`config.mk`:
```
export PLATFORM = sky130hd
export DESIGN_NAME = cordic_cmd_sched_flat
export DESIGN_NICKNAME = d
export VERILOG_FILES = /design/src/rtl/cordic_cmd_sched_if.sv /design/src/rtl/cordic_cmd_sched.sv /design/src/flat_wrapper.sv
export SDC_FILE = /design/constraint.sdc
export NUM_CORES = 1
export LEC_CHECK = 0
export CAP_MARGIN = 5
export CORE_ASPECT_RATIO = 1.25
export CORE_MARGIN = 1.5
export CORE_UTILIZATION = 35
export DETAILED_ROUTE_END_ITERATION = 8
export DONT_BUFFER_PORTS = 1
export GPL_TIMING_DRIVEN = 0
export MAX_ROUTING_LAYER = met4
export PLACE_DENSITY = 0.52
export SYNTH_ARGS = -nofsm -noshare
export SYNTH_HDL_FRONTEND = slang
export SYNTH_SLANG_ARGS = --single-unit
```
`constraint.sdc`:
```
create_clock -name clk -period 6.8 [get_ports clk]
set_input_delay 0.68 -clock clk [delete_from_list [all_inputs] [get_ports clk]]
set_output_delay 0.68 -clock clk [all_outputs]
set_load 0.1 [all_outputs]
```
`src/rtl/cordic_cmd_sched_if.sv`:
```
// Command-side handshake between the register file (master) and the CORDIC
// command scheduler (slave).
interface cordic_cmd_sched_if #(
   parameter int W = 32
);
   logic           cmd_valid;
   logic           cmd_ready;
   logic [2:0]     cmd_func;
   logic [4*W-1:0] cmd_ops;
   logic [4:0]     cmd_xyfrac;
   logic [4:0]     cmd_phfrac;

   modport master (
      output cmd_valid, cmd_func, cmd_ops, cmd_xyfrac, cmd_phfrac,
      input  cmd_ready
   );

   modport slave (
      input  cmd_valid, cmd_func, cmd_ops, cmd_xyfrac, cmd_phfrac,
      output cmd_ready
   );
endinterface

```
`src/rtl/cordic_cmd_sched.sv`:
```
// Queues CORDIC commands and issues them one at a time to the control engine,
// reloading the constant/arctan tables only when the numeric format changes.
module cordic_cmd_sched #(
   parameter int W       = 32,
   parameter int DEPTH   = 4,
   parameter int TIMEOUT = 1024,
   parameter int CNTW    = 16
) (
   input  logic              clk,
   input  logic              rst_n,
   cordic_cmd_sched_if.slave cmd,
   output logic              eng_start,
   output logic              eng_abort,
   output logic [2:0]        eng_func,
   output logic [4*W-1:0]    eng_ops,
   output logic [4:0]        eng_xyfrac,
   output logic [4:0]        eng_phfrac,
   output logic              tbl_update,
   input  logic              eng_done,
   output logic              res_valid,
   output logic              busy,
   output logic              err_timeout,
   output logic              err_overflow,
   input  logic              err_clr,
   output logic [CNTW-1:0]   done_cnt
);
   // state | meaning
   // IDLE  | wait for a queued command; pop it and decide whether tables reload
   // LOAD  | tbl_update pulse, new format presented on eng_xyfrac/eng_phfrac
   // START | eng_start pulse, timeout counter cleared
   // BUSY  | wait for eng_done or timeout
   typedef enum logic [1:0] {ST_IDLE, ST_LOAD, ST_START, ST_BUSY} state_t;

   localparam int AW = $clog2(DEPTH);
   localparam int EW = 3 + 4*W + 10;
   localparam int TW = $clog2(TIMEOUT);
   localparam logic [AW:0]   PTR_ONE  = (AW+1)'(1);
   localparam logic [TW-1:0] TMO_ONE  = TW'(1);
   localparam logic [TW-1:0] TMO_LAST = TW'(TIMEOUT - 1);
   localparam logic [CNTW-1:0] CNT_ONE = CNTW'(1);

   state_t         state;
   logic [EW-1:0]  mem [DEPTH];
   logic [AW:0]    wr_ptr;
   logic [AW:0]    rd_ptr;
   logic [TW-1:0]  tmo_cnt;
   logic           fmt_valid;
   logic           full;
   logic           empty;
   logic           push;
   logic           pop;
   logic           fmt_change;
   logic [EW-1:0]  head;
   logic [2:0]     head_func;
   logic [4*W-1:0] head_ops;
   logic [4:0]     head_xy;
   logic [4:0]     head_ph;

   assign empty = (wr_ptr == rd_ptr);
   assign full  = (wr_ptr[AW] != rd_ptr[AW]) && (wr_ptr[AW-1:0] == rd_ptr[AW-1:0]);
   assign cmd.cmd_ready = !full;
   assign push  = cmd.cmd_valid && !full;
   assign pop   = (state == ST_IDLE) && !empty;
   assign busy  = (state != ST_IDLE) || !empty;

   assign head = mem[rd_ptr[AW-1:0]];
   assign {head_func, head_ops, head_xy, head_ph} = head;
   assign fmt_change = !fmt_valid || (head_xy != eng_xyfrac) || (head_ph != eng_phfrac);

   // Storage is not reset; only the pointers define which entries are live.
   always_ff @(posedge clk) begin
      if (push) begin
         mem[wr_ptr[AW-1:0]] <= {cmd.cmd_func, cmd.cmd_ops, cmd.cmd_xyfrac, cmd.cmd_phfrac};
      end
   end

   always_ff @(posedge clk or negedge rst_n) begin
      if (!rst_n) begin
         wr_ptr <= '0;
         rd_ptr <= '0;
      end else begin
         if (push) wr_ptr <= wr_ptr + PTR_ONE;
         if (pop)  rd_ptr <= rd_ptr + PTR_ONE;
      end
   end

   always_ff @(posedge clk or negedge rst_n) begin
      if (!rst_n) begin
         state        <= ST_IDLE;
         eng_start    <= 1'b0;
         eng_abort    <= 1'b0;
         eng_func     <= '0;
         eng_ops      <= '0;
         eng_xyfrac   <= '0;
         eng_phfrac   <= '0;
         tbl_update   <= 1'b0;
         res_valid    <= 1'b0;
         err_timeout  <= 1'b0;
         err_overflow <= 1'b0;
         done_cnt     <= '0;
         tmo_cnt      <= '0;
         fmt_valid    <= 1'b0;
      end else begin
         eng_start  <= 1'b0;
         eng_abort  <= 1'b0;
         tbl_update <= 1'b0;
         res_valid  <= 1'b0;

         // Clear first so a same-cycle set condition below takes priority.
         if (err_clr) begin
            err_timeout  <= 1'b0;
            err_overflow <= 1'b0;
         end
         if (cmd.cmd_valid && full) err_overflow <= 1'b1;

         case (state)
            ST_IDLE: begin
               if (pop) begin
                  eng_func <= head_func;
                  eng_ops  <= head_ops;
                  if (fmt_change) begin
                     eng_xyfrac <= head_xy;
                     eng_phfrac <= head_ph;
                     fmt_valid  <= 1'b1;
                     tbl_update <= 1'b1;
                     state      <= ST_LOAD;
                  end else begin
                     eng_start <= 1'b1;
                     state     <= ST_START;
                  end
               end
            end
            ST_LOAD: begin
               eng_start <= 1'b1;
               state     <= ST_START;
            end
            ST_START: begin
               tmo_cnt <= '0;
               state   <= ST_BUSY;
            end
            ST_BUSY: begin
               tmo_cnt <= tmo_cnt + TMO_ONE;
               if (eng_done) begin
                  res_valid <= 1'b1;
                  done_cnt  <= done_cnt + CNT_ONE;
                  state     <= ST_IDLE;
               end else if (tmo_cnt == TMO_LAST) begin
                  eng_abort   <= 1'b1;
                  err_timeout <= 1'b1;
                  state       <= ST_IDLE;
               end
            end
            default: state <= ST_IDLE;
         endcase
      end
   end
endmodule
```
`src/flat_wrapper.sv`:
```
// flat-port wrapper written by rule: the top's interface ports become plain ports
module cordic_cmd_sched_flat 
#(
   parameter int W       = 32,
   parameter int DEPTH   = 4,
   parameter int TIMEOUT = 1024,
   parameter int CNTW    = 16
)
  (clk, rst_n, eng_start, eng_abort, eng_func, eng_ops, eng_xyfrac, eng_phfrac, tbl_update, eng_done, res_valid, busy, err_timeout, err_overflow, err_clr, done_cnt, cmd_cmd_valid, cmd_cmd_func, cmd_cmd_ops, cmd_cmd_xyfrac, cmd_cmd_phfrac, cmd_cmd_ready);
  cordic_cmd_sched_if #(.W(W)) cmd_i ();
  input  logic clk;
  input  logic rst_n;
  output logic eng_start;
  output logic eng_abort;
  output logic [2:0] eng_func;
  output logic [4*W-1:0] eng_ops;
  output logic [4:0] eng_xyfrac;
  output logic [4:0] eng_phfrac;
  output logic tbl_update;
  input  logic eng_done;
  output logic res_valid;
  output logic busy;
  output logic err_timeout;
  output logic err_overflow;
  input  logic err_clr;
  output logic [CNTW-1:0] done_cnt;
  input wire logic [$bits(cmd_i.cmd_valid)-1:0] cmd_cmd_valid;
  input wire logic [$bits(cmd_i.cmd_func)-1:0] cmd_cmd_func;
  input wire logic [$bits(cmd_i.cmd_ops)-1:0] cmd_cmd_ops;
  input wire logic [$bits(cmd_i.cmd_xyfrac)-1:0] cmd_cmd_xyfrac;
  input wire logic [$bits(cmd_i.cmd_phfrac)-1:0] cmd_cmd_phfrac;
  output wire logic [$bits(cmd_i.cmd_ready)-1:0] cmd_cmd_ready;
  assign cmd_i.cmd_valid = cmd_cmd_valid;
  assign cmd_i.cmd_func = cmd_cmd_func;
  assign cmd_i.cmd_ops = cmd_cmd_ops;
  assign cmd_i.cmd_xyfrac = cmd_cmd_xyfrac;
  assign cmd_i.cmd_phfrac = cmd_cmd_phfrac;
  assign cmd_cmd_ready = cmd_i.cmd_ready;
  cordic_cmd_sched #(.W(W), .DEPTH(DEPTH), .TIMEOUT(TIMEOUT), .CNTW(CNTW)) u_core (.clk(clk), .rst_n(rst_n), .cmd(cmd_i), .eng_start(eng_start), .eng_abort(eng_abort), .eng_func(eng_func), .eng_ops(eng_ops), .eng_xyfrac(eng_xyfrac), .eng_phfrac(eng_phfrac), .tbl_update(tbl_update), .eng_done(eng_done), .res_valid(res_valid), .busy(busy), .err_timeout(err_timeout), .err_overflow(err_overflow), .err_clr(err_clr), .done_cnt(done_cnt));
endmodule
```
# Yosys cells after proc, flatten, opt, wreduce, memory -nomap -nowiden
# Memory sizes are Yosys's and may differ from the RTL's.
# Index checks and enable logic that the tools add are counted.
[word_totals] memories=1 output_inout_bits=165 inputBits=146 register_bits=182 mem_bits_rw=564 elab_cells=75
[memory_table] name="u_core.mem" depth=4 width=141 read_ports=1 rd_clocked_by_memory_dff=0 wr=1 line="cordic_cmd_sched.sv:43" text="logic [EW-1:0] mem [DEPTH];"
[classes] n_mux=25 eq_ne=11 reduce_logical=18 add_sub_neg=4
[op_table] cell="$pmux 10 s2" n=1
[op_table] cell="$mux 1" n=18
[op_table] cell="$add 16x1->16 const B" n=1
[op_table] cell="$add 10x1->10 const B" n=1
[op_table] cell="$eq 10x10->1 const B" n=1
[op_table] cell="$ne 5x5->1" n=2
[op_table] cell="$mux 2" n=4
[op_table] cell="$pmux 2 s4" n=1
[op_table] cell="$add 3x1->3 const B" n=2
[op_table] cell="$reduce_and 2->1" n=3
[op_table] cell="$reduce_bool 2->1" n=3
[op_table] cell="$eq 2x2->1 const B" n=2
[op_table] cell="$logic_and 1x1->1" n=4
[op_table] cell="$eq 3x3->1" n=1
[op_table] cell="$logic_not 1->1" n=3
[op_table] cell="$logic_or 1x1->1" n=3
[op_table] cell="$ne 3x2->1 const B" n=1
[op_table] cell="$reduce_and 3->1" n=1
[op_table] cell="$eq 2x1->1 const B" n=1
[op_table] cell="$eq 2x2->1" n=1
[op_table] cell="$logic_not 2->1" n=1
[op_table] cell="$ne 2x1->1 const B" n=1
[op_table] cell="$pmux 1 s2" n=1
[op_table] cell="$ne 1x1->1" n=1

# Depth between registers and ports, before layout
# Gate-level depths: netlist of the first run.
# An unclocked memory read counts as a cell.
[logic_depth] depth_word=7 ltp_mapped=9 mapped_depth_nobuf=7

# Worst setup path before layout of the first run
# No wires, ideal clock.
[synth_timing] path_kind="reg2reg" from="register u_core.rd_ptr[1]" to="memory u_core.mem[3][0] in the netlist's numbering (enable)" setup_ps=520 t_required_ps=6280 n_path_buf=3 arrival_time_ps=5434 stages_incl_launch_ff=7 slack_ps=846 period_less_slack_ps=5954 path_cell_list="dfrtp_1 buf_2 buf_2 xor2_1 or3_1 clkbuf_1 and3_1"
[synth_between] elab_chain_cells=6
[synth_rtl] element="start: declaration" line="cordic_cmd_sched.sv:45" text="logic [AW:0] rd_ptr;"
[synth_rtl] element="start signal: assignment" line="cordic_cmd_sched.sv:83" text="if (pop) rd_ptr <= rd_ptr + PTR_ONE;"
[synth_rtl] element="$eq 2x2->1" line="cordic_cmd_sched.sv:60" text="assign full = (wr_ptr[AW] != rd_ptr[AW]) && (wr_ptr[AW-1:0] == rd_ptr[AW-1:0]);"
[synth_rtl] element="$logic_and 1x1->1" line="cordic_cmd_sched.sv:60"
[synth_rtl] element="$logic_not 1->1"
[synth_rtl] element="named net cmd_cmd_ready" line="flat_wrapper.sv:32" text="output wire logic [$bits(cmd_i.cmd_ready)-1:0] cmd_cmd_ready;"
[synth_rtl] element="$logic_and 1x1->1" line="cordic_cmd_sched.sv:62" text="assign push = cmd.cmd_valid && !full;"
[synth_rtl] element="$mux 1" line="cordic_cmd_sched.sv:72" text="if (push) begin"
[synth_rtl] element="$mux 1 (not written as such)" line="cordic_cmd_sched.sv:73" text="mem[wr_ptr[AW-1:0]] <= {cmd.cmd_func, cmd.cmd_ops, cmd.cmd_xyfrac, cmd.cmd_phfrac};"
[synth_rtl] element="end: declaration" line="cordic_cmd_sched.sv:43"
# The timed path passes the listed nets, and every way through them passes these cells.

# Worst setup path after layout of the first run
[layout_timing] from="register u_core.rd_ptr[1]" to="memory u_core.mem[3][71] in the netlist's numbering (enable)"
# The elaborated chain is that of the path after synthesis.

==> results of run 1 <==
[flip-flops by register name, indices dropped and copies added (netlist names), 2 cells and up]
signal / flops
u_core.wr_ptr: 3
u_core.state: 2
u_core.eng_xyfrac: 5
u_core.eng_ops: 128
u_core.done_cnt: 16
u_core.rd_ptr: 3
u_core.eng_phfrac: 5
u_core.mem: 564
u_core.eng_func: 3
u_core.tmo_cnt: 10
[layout make-up]
type,count,area (µm²)
repair buffers,13,357.8
flip-flops and latches,746,21490
clock inverters,39,426.7
plain buffers,50,246.5
inverters,11,41.29
clock buffers,107,2206
fillers,6838,45830
well taps,1044,1306
multi-input cells,424,5833
[placed cells by master (no fill, tap or decap), drive strengths merged, types with 2 or more instances in the layout]
| master | synthesis | routed |
|---|---|---|
| xor2 | 15 | 15 |
| dfrtp | 182 | 182 |
| o31ai | 2 | 2 |
| clkinv | 0 | 27 |
| nor2 | 7 | 7 |
| inv | 11 | 14 |
| a22o | 6 | 6 |
| xnor2 | 22 | 22 |
| clkbuf | 19 | 126 |
| nand2b | 3 | 3 |
| and2 | 2 | 2 |
| bufinv | 0 | 7 |
| ha | 11 | 11 |
| o21ai | 8 | 8 |
| and3 | 14 | 14 |
| buf | 31 | 44 |
| clkinvlp | 0 | 2 |
| nand3 | 11 | 11 |
| nand2 | 20 | 20 |
| mux2i | 4 | 4 |
| edfxtp | 564 | 564 |
| mux4 | 139 | 139 |
| mux2 | 144 | 144 |
| a21o | 2 | 2 |
| nand4 | 3 | 3 |
[worst max-delay path by stage]
stage	from	cells past startpoint	end	slack, ns
2_1_floorplan	u_core.rd_ptr[1]	6	u_core.mem[3][0]	0.85
3_3_place_gp	u_core.rd_ptr[1]	6	u_core.mem[3][66]	-3.16
3_5_place_dp	u_core.rd_ptr[1]	8	u_core.mem[1][66]	2.48
4_1_cts	u_core.rd_ptr[1]	8	u_core.mem[3][70]	2.47
5_1_grt	u_core.rd_ptr[1]	8	u_core.mem[3][66]	2.32
6_report	u_core.rd_ptr[1]	8	u_core.mem[3][71]	2.63
[critical path, stage by stage (launching register included)]
cell and delay, ns:
dfrtp_1 0.34, buf_2 0.28, buf_2 0.44, xor2_1 0.21
or3_1 0.13, clkbuf_1 1.00, and3_4 0.77, buf_16 0.30
buf_16 0.26
[kinds of logic (layout without fill, tap and decap cells)]
logic type / Yosys count / after routing / share of synthesized area
AND/OR/NAND/NOR: 65 / 65 / 0.01206
adder cells (fa/ha/maj): 11 / 11 / 0.004988
flip-flops: 746 / 746 / 0.7789
AO/OA/AOI/OAI: 24 / 24 / 0.006983
buffers and inverters: 61 / 220 / 0.01043
XOR/XNOR: 37 / 37 / 0.01174
multiplexers: 287 / 287 / 0.1749
[what timing repair did]
action / CTS / global route
resized for setup: 0 / 0
hold buffers: 1 / 0
hold endpoints to repair: 182 / 0
[metrics by stage]
stage                TNS, ns  hold WS, ns  utilization
global route               0      0.09940       0.4105
detailed placement         0       0.3905       0.3762
global placement    -1751.80       0.3901       0.3717
finish                     0       0.1321       0.4105
CTS                        0      0.09205       0.4105
floorplan                  0       0.3844            -
[routing by layer]
metal	track usage	vias up
met4	0.05208	0
met1	0.1627	6405
met3	0.06524	92
li1	-	5174
met5	-	-
met2	0.2640	339
==> impl_metrics.yaml, run 1 <==
outcome:
  status: "finished, final reports clean"
floorplanning:
  fp-row-count: 114
  boundaryPins: 311
  die_w_um: 254.1
  die-area_um2: 80540
  die_h_um: 316.9
  start_util: 0.3549
  core-area_um2: 77740
yosys:
  yosys_most_used_dff: "edfxtp_1"
  synth_area_leaders: "edfxtp_1, dfrtp_1, mux4_2, mux2_2, xnor2_1"
  netlist.top_cell.by_area: "edfxtp_1"
  async_reset_ff_frac: 0.2440
  synth-seq-cells: 746
  synth-edff-count: 564
  ys_seq_area_frac: 0.7789
  synth.distinct_cells: 42
  netlist.area_leader.share: 0.6138
  ys_warn_count: 0
  syn_inst: 1231
  post-synth-top-count-cell: "edfxtp_1"
  synth_common_cells: "edfxtp_1, dfrtp_1, mux4_2"
  synth_nets: 1388
  synth_area_per_cell_um2: 22.41
  syn_area_um2: 27590
job:
  maxCapViolCount: 0
clocking:
  ctsLongestPathBuffers: 3
  cts_buffers: 79
  cts_tree: "yes"
  clk_pin_slew_ns: 0.06
  clock_sinks: 746
  post_cts_buffers: 0
  htreeDepth: 3
  clock_latency_ns: 0.62
  root_buffer: "clkbuf_16"
critical_path:
  reg2regPathDepth: 8
  r2r-start: "u_core.rd_ptr[1]"
  path_max_fanout: 36
  cp.required_ns: 7.11
  ff2ff_setup_slack_ns: 2.63
  critical_path_class: "flip-flop to flip-flop"
  crit_arrival_ns: 4.47
  worst_setup_path_end_kind: "flip-flop"
  reg2reg_to: "u_core.mem[3][71]"
  critPathLaunchType: "flip-flop"
placement:
  gp_congestion: 0.6950
  dpl_cell_area_um2: 29250
  dpl.hpwl_um: 38080
  dp_worst_setup_slack_ns: 2.478
  port_buffers: 0
  dp.cells: 2287
layout:
  design_area_um2: 31910
  nets: 1482
  n_antenna_cell: 0
  syn2layout_area_growth_pct: 15.64
  fin_cells: 2434
  final_layout_size_suffix_gt1_frac: 0.3237
detailed_routing:
  top_layer: "met4"
  wl_met3_um: 6095
  first_iter_violations: 477
  wl_per_cell_um: 24.58
  drt-total-wl_um: 59820
  via_count: 12010
  wl_met1_um: 21620
  drt_first_pass_iters: 4
  vias_per_cell: 4.934
  ant_nets: 0
  met2WireLength_um: 30820
  route.detailed.drc: 0
global_route:
  track_usage: 0.1557
  grt_pass1_wl_um: 88100
  antenna_found_initial: 0
  grt_max_degree: 183
  grt_pass1_vias: 13260
  grt.overflow.total: 0
timing:
  slew_headroom: 0.07988
  layout_min_cycle_time_ns: 4.168
  hold_viol_final: 0
  setup_ws_ns: 2.632
  fmax_ghz: 0.2399
  rsz0062_at_grt: "false"
  clock_skew_ns: 0.01873
  slew_violations: 0
  setup_viol: 0
  fin_crit_sh: 0.6130
  worstMarginPinSlew_ns: 1.380
worst_hold_path:
  hold_path_class: "input pin to async pin"
Power of run 1 is left out: the tool's default activity adds up to more than one toggle a clock period on the data nets, which glitch-free logic cannot reach.
==> run 2, diff against run 1 <==
==> constraint.sdc (replaced) <==
create_clock -name clk -period 4 [get_ports clk]
set_input_delay 0.4 -clock clk [delete_from_list [all_inputs] [get_ports clk]]
set_output_delay 0.4 -clock clk [all_outputs]
set_load 0.1 [all_outputs]
==> impl_metrics.yaml, run 2 (synthesized netlist as in run 1, its figures left out) <==
outcome:
  status: "complete, but fails checks"
  violations: "negative hold slack"
floorplanning:
  start_util: 0.3549
  die_w_um: 254.1
  core-area_um2: 77740
  die_h_um: 316.9
  fp-row-count: 114
  die-area_um2: 80540
  boundaryPins: 311
detailed_routing:
  vias_per_cell: 4.869
  ant_nets: 0
  via_count: 12600
  drt_first_pass_iters: 4
  route.detailed.drc: 0
  first_iter_violations: 685
  drt-total-wl_um: 60360
  wl_per_cell_um: 23.32
layout:
  final_layout_size_suffix_gt1_frac: 0.2866
  mostFrequentLayoutCells: "edfxtp_1, dfrtp_1, dlygate4sd3_1, mux4_2, mux2_2"
  nets: 1625
  final_common_cell: "edfxtp_1"
  final_core_util: 0.4272
  syn2layout_area_growth_pct: 20.37
  largest_reg_flops: 564
critical_path:
  critPathLaunchType: "flip-flop"
  r2r-start: "u_core.rd_ptr[1]"
  path_max_fanout: 41
  startpoint: "u_core.rd_ptr[1]"
  critical_path_class: "flip-flop to flip-flop"
  worst_setup_path_end_kind: "flip-flop"
  cp.required_ns: 4.29
  crit_arrival_ns: 3.76
clocking:
  cts_buffers: 77
  holdBufCountCts: 145
  clock_latency_ns: 0.62
  clk_pin_slew_ns: 0.06
  root_buffer: "clkbuf_16"
  clock_sinks: 746
  ctsLongestPathBuffers: 3
  post_cts_buffers: 0
  htreeDepth: 3
  cts_tree: "yes"
global_route:
  grt_max_degree: 183
  grt_pass1_wl_um: 89560
  grt.overflow.total: 0
  antenna_found_initial: 12
  track_usage: 0.1567
  grt_pass1_vias: 14010
placement:
  dpl.hpwl_um: 37280
  port_buffers: 0
  gp_congestion: 0.6978
  dp_worst_setup_slack_ns: -0.1880
timing:
  rsz0062_at_grt: "false"
  fin_crit_sh: 0.8677
  slew_headroom: 0.2599
  setup_viol: 0
  worstMarginPinSlew_ns: 1.107
  setup_ws_ns: 0.5290
  clock_skew_ns: 0.02610
  slew_violations: 0
  whs_ns: -0.5237
  hold_viol_final: 182
  layout_min_cycle_time_ns: 3.471
  fmax_ghz: 0.2881
worst_hold_path:
  hold_path_class: "input pin to async pin"
job:
  maxCapViolCount: 0
-- run 2: changes by cell type in the layout (fill, tap and decap cells not counted), moves of 2 or more --
cell	change
dlygate4sd3_1	+145
diode_2	+12
clkbuf_1	+6
clkinv_2	-5
bufinv_16	-2
clkbuf_16	-2
clkbuf_8	-2
clkinv_1	+2
-- run 2: worst paths after layout --
path                                           end  slack (ns)  depth (start not counted)
min in group clk                u_core.done_cnt[3]        0.23                          3
worst min register to register   u_core.tmo_cnt[9]        0.49                          1
worst max-delay path             u_core.mem[3][11]        0.53                          8
worst max register to register   u_core.mem[3][11]        0.53                          8
worst min-delay path            u_core.eng_ops[70]       -0.52                          0
max in group asynchronous       u_core.eng_ops[33]        4.21                          0
-- run 2: per-stage QoR --
stage	TNS [ns]	cell area (µm²)	hold slack [ns]	cells
final	0	33210	-0.5237	2588
after CTS	0	33180	-0.5736	2576
after global routing	0	33210	-0.5674	2588
after detailed placement	-21.26	29260	0.1109	2288
after global placement	-1301.21	28910	0.1113	2275
after floorplan	-149.51	27600	0.1044	1231
-- run 2: what timing repair did --
action                                  4_1_cts  5_1_grt
endpoints found under the setup margin      152        0
hold endpoints to repair                    752      182
gates resized for setup                       1        0
-- run 2: per-layer routing --
metal	vias to the layer above	global-route usage	routed length, µm
met3	80	0.04690	4254
met5	-	-	0
met4	0	0.05195	1224
met2	325	0.2661	31260
met1	6733	0.1761	23620
li1	5464	-	-
-- run 2: area by class of cell --
type                            count  area [µm²]
Sequential cell                   746       21490
Clock inverter                     33       310.3
Buffer                             50       247.7
Antenna cell                       12       30.03
Timing Repair Buffer              158        1797
Clock buffer                      110        2155
Multi-Input combinational cell    424        5833
Tap cell                         1044        1306
Fill cell                        6762       44530
Inverter                           11       41.29
-- run 2: worst max-delay path, cell delays in order, from the launching register on --
cell and delay [ns]:
dfrtp_1 0.34, buf_2 0.28, buf_2 0.42, xor2_1 0.20, or3_1 0.12, clkbuf_2 0.52
and3_4 0.58, buf_16 0.30, buf_16 0.26
Power of run 2 is left out for the same reason.
==> run 3, diff against run 2 <==
--- a/config.mk
+++ b/config.mk
@@ -6,6 +6,8 @@
 export NUM_CORES = 1
 export LEC_CHECK = 0
 export CAP_MARGIN = 5
+export CELL_PAD_IN_SITES_DETAIL_PLACEMENT = 0
+export CELL_PAD_IN_SITES_GLOBAL_PLACEMENT = 1
 export CORE_ASPECT_RATIO = 1.25
 export CORE_MARGIN = 1.5
 export CORE_UTILIZATION = 35
@@ -13,7 +15,8 @@
 export DONT_BUFFER_PORTS = 1
 export GPL_TIMING_DRIVEN = 0
 export MAX_ROUTING_LAYER = met4
-export PLACE_DENSITY = 0.52
+export PLACE_DENSITY = 0.57
+export SKIP_CTS_REPAIR_TIMING = 1
 export SYNTH_ARGS = -nofsm -noshare
 export SYNTH_HDL_FRONTEND = slang
 export SYNTH_SLANG_ARGS = --single-unit
==> impl_metrics.yaml, run 3 (synthesized netlist as in run 1, its figures left out) <==
outcome:
  status: "complete, but fails checks"
  violations: "negative hold slack"
job:
  maxCapViolCount: 0
layout:
  nets: 1628
  syn2layout_area_growth_pct: 21.38
  final_common_cell: "edfxtp_1"
  largest_reg_flops: 564
  mostFrequentLayoutCells: "edfxtp_1, dfrtp_1, dlygate4sd3_1, mux4_2, mux2_2"
  final_core_util: 0.4308
  final_layout_size_suffix_gt1_frac: 0.2960
  fin_cells: 2590
timing:
  slew_headroom: 0.2458
  layout_min_cycle_time_ns: 3.522
  worstMarginPinSlew_ns: 1.128
  rsz0062_at_grt: "false"
  whs_ns: -0.5417
  setup_tns_ns: 0
  clock_skew_ns: 0.02277
  hold_viol_final: 182
  setup_viol: 0
  slew_violations: 0
  fmax_ghz: 0.2839
  fin_crit_sh: 0.8806
  setup_ws_ns: 0.4775
global_route:
  antenna_found_initial: 9
  grt_pass1_vias: 13130
  grt.overflow.total: 0
  track_usage: 0.1552
  grt_pass1_wl_um: 87500
  grt_max_degree: 183
floorplanning:
  die_h_um: 316.9
  die-area_um2: 80540
  start_util: 0.3549
  die_w_um: 254.1
  boundaryPins: 311
  core-area_um2: 77740
  fp-row-count: 114
detailed_routing:
  vias_per_cell: 4.813
  wl_per_cell_um: 23.32
  first_iter_violations: 645
  route.detailed.drc: 0
  via_count: 12470
  drt_first_pass_iters: 4
  ant_nets: 0
  drt-total-wl_um: 60400
placement:
  dp_worst_setup_slack_ns: 0.2452
  gp_congestion: 0.6937
  port_buffers: 0
  dp.cells: 2289
  dpl.hpwl_um: 37130
clocking:
  cts_tree: "yes"
  clock_latency_ns: 0.64
  root_buffer: "clkbuf_16"
  cts_buffers: 79
  ctsLongestPathBuffers: 3
  clock_sinks: 746
  clk_pin_slew_ns: 0.06
  htreeDepth: 3
critical_path:
  critical_path_class: "flip-flop to flip-flop"
  worst_setup_path_end_kind: "flip-flop"
  reg2regPathDepth: 8
  path_max_fanout: 10
  cp.required_ns: 4.51
  crit_arrival_ns: 4.03
  critPathLaunchType: "flip-flop"
worst_hold_path:
  hold_path_class: "input pin to async pin"
[run 3: worst paths after layout]
check                                      to  slack, ns             start
hold reg to reg              u_core.fmt_valid       0.48  u_core.fmt_valid
hold / removal             u_core.eng_ops[81]      -0.54             rst_n
setup / recovery            u_core.eng_ops[5]       0.48  u_core.rd_ptr[1]
max in group asynchronous  u_core.eng_ops[17]       4.18             rst_n
setup reg to reg            u_core.eng_ops[5]       0.48  u_core.rd_ptr[1]
min in group clk             u_core.wr_ptr[0]       0.07     cmd_cmd_valid
[run 3: area by class of cell]
| cell class | instances | area [µm²] |
|---|---|---|
| Fill cell | 6782 | 44250 |
| Sequential cell | 746 | 21490 |
| Multi-Input combinational cell | 424 | 5833 |
| Clock buffer | 115 | 2286 |
| Timing Repair Buffer | 159 | 1813 |
| Tap cell | 1044 | 1306 |
| Clock inverter | 32 | 450.4 |
| Buffer | 50 | 246.5 |
| Inverter | 11 | 41.29 |
| Antenna cell | 9 | 22.52 |
[run 3: metal layers]
layer / global-route usage / wire [µm]
met4: 0.04965 / 1215
met5: - / 0
met3: 0.06499 / 4553
met1: 0.1714 / 24120
met2: 0.2540 / 30510
[run 3: worst max-delay path, stage by stage (launching register included)]
cell and delay [ns]:
dfrtp_1 0.34, buf_2 0.28, buf_2 0.40, xor2_1 0.21
nor2_1 0.11, a21oi_2 0.80, buf_2 0.48, buf_2 0.38
mux2_2 0.37
[run 3: through the flow]
step	cell area (µm²)	hold slack, ns
floorplan	27600	0.1044
global placement	28910	0.1094
detailed placement	29280	0.1097
CTS	32020	-0.5955
global route	33490	-0.5821
finish	33490	-0.5417
Power of run 3 is left out for the same reason.
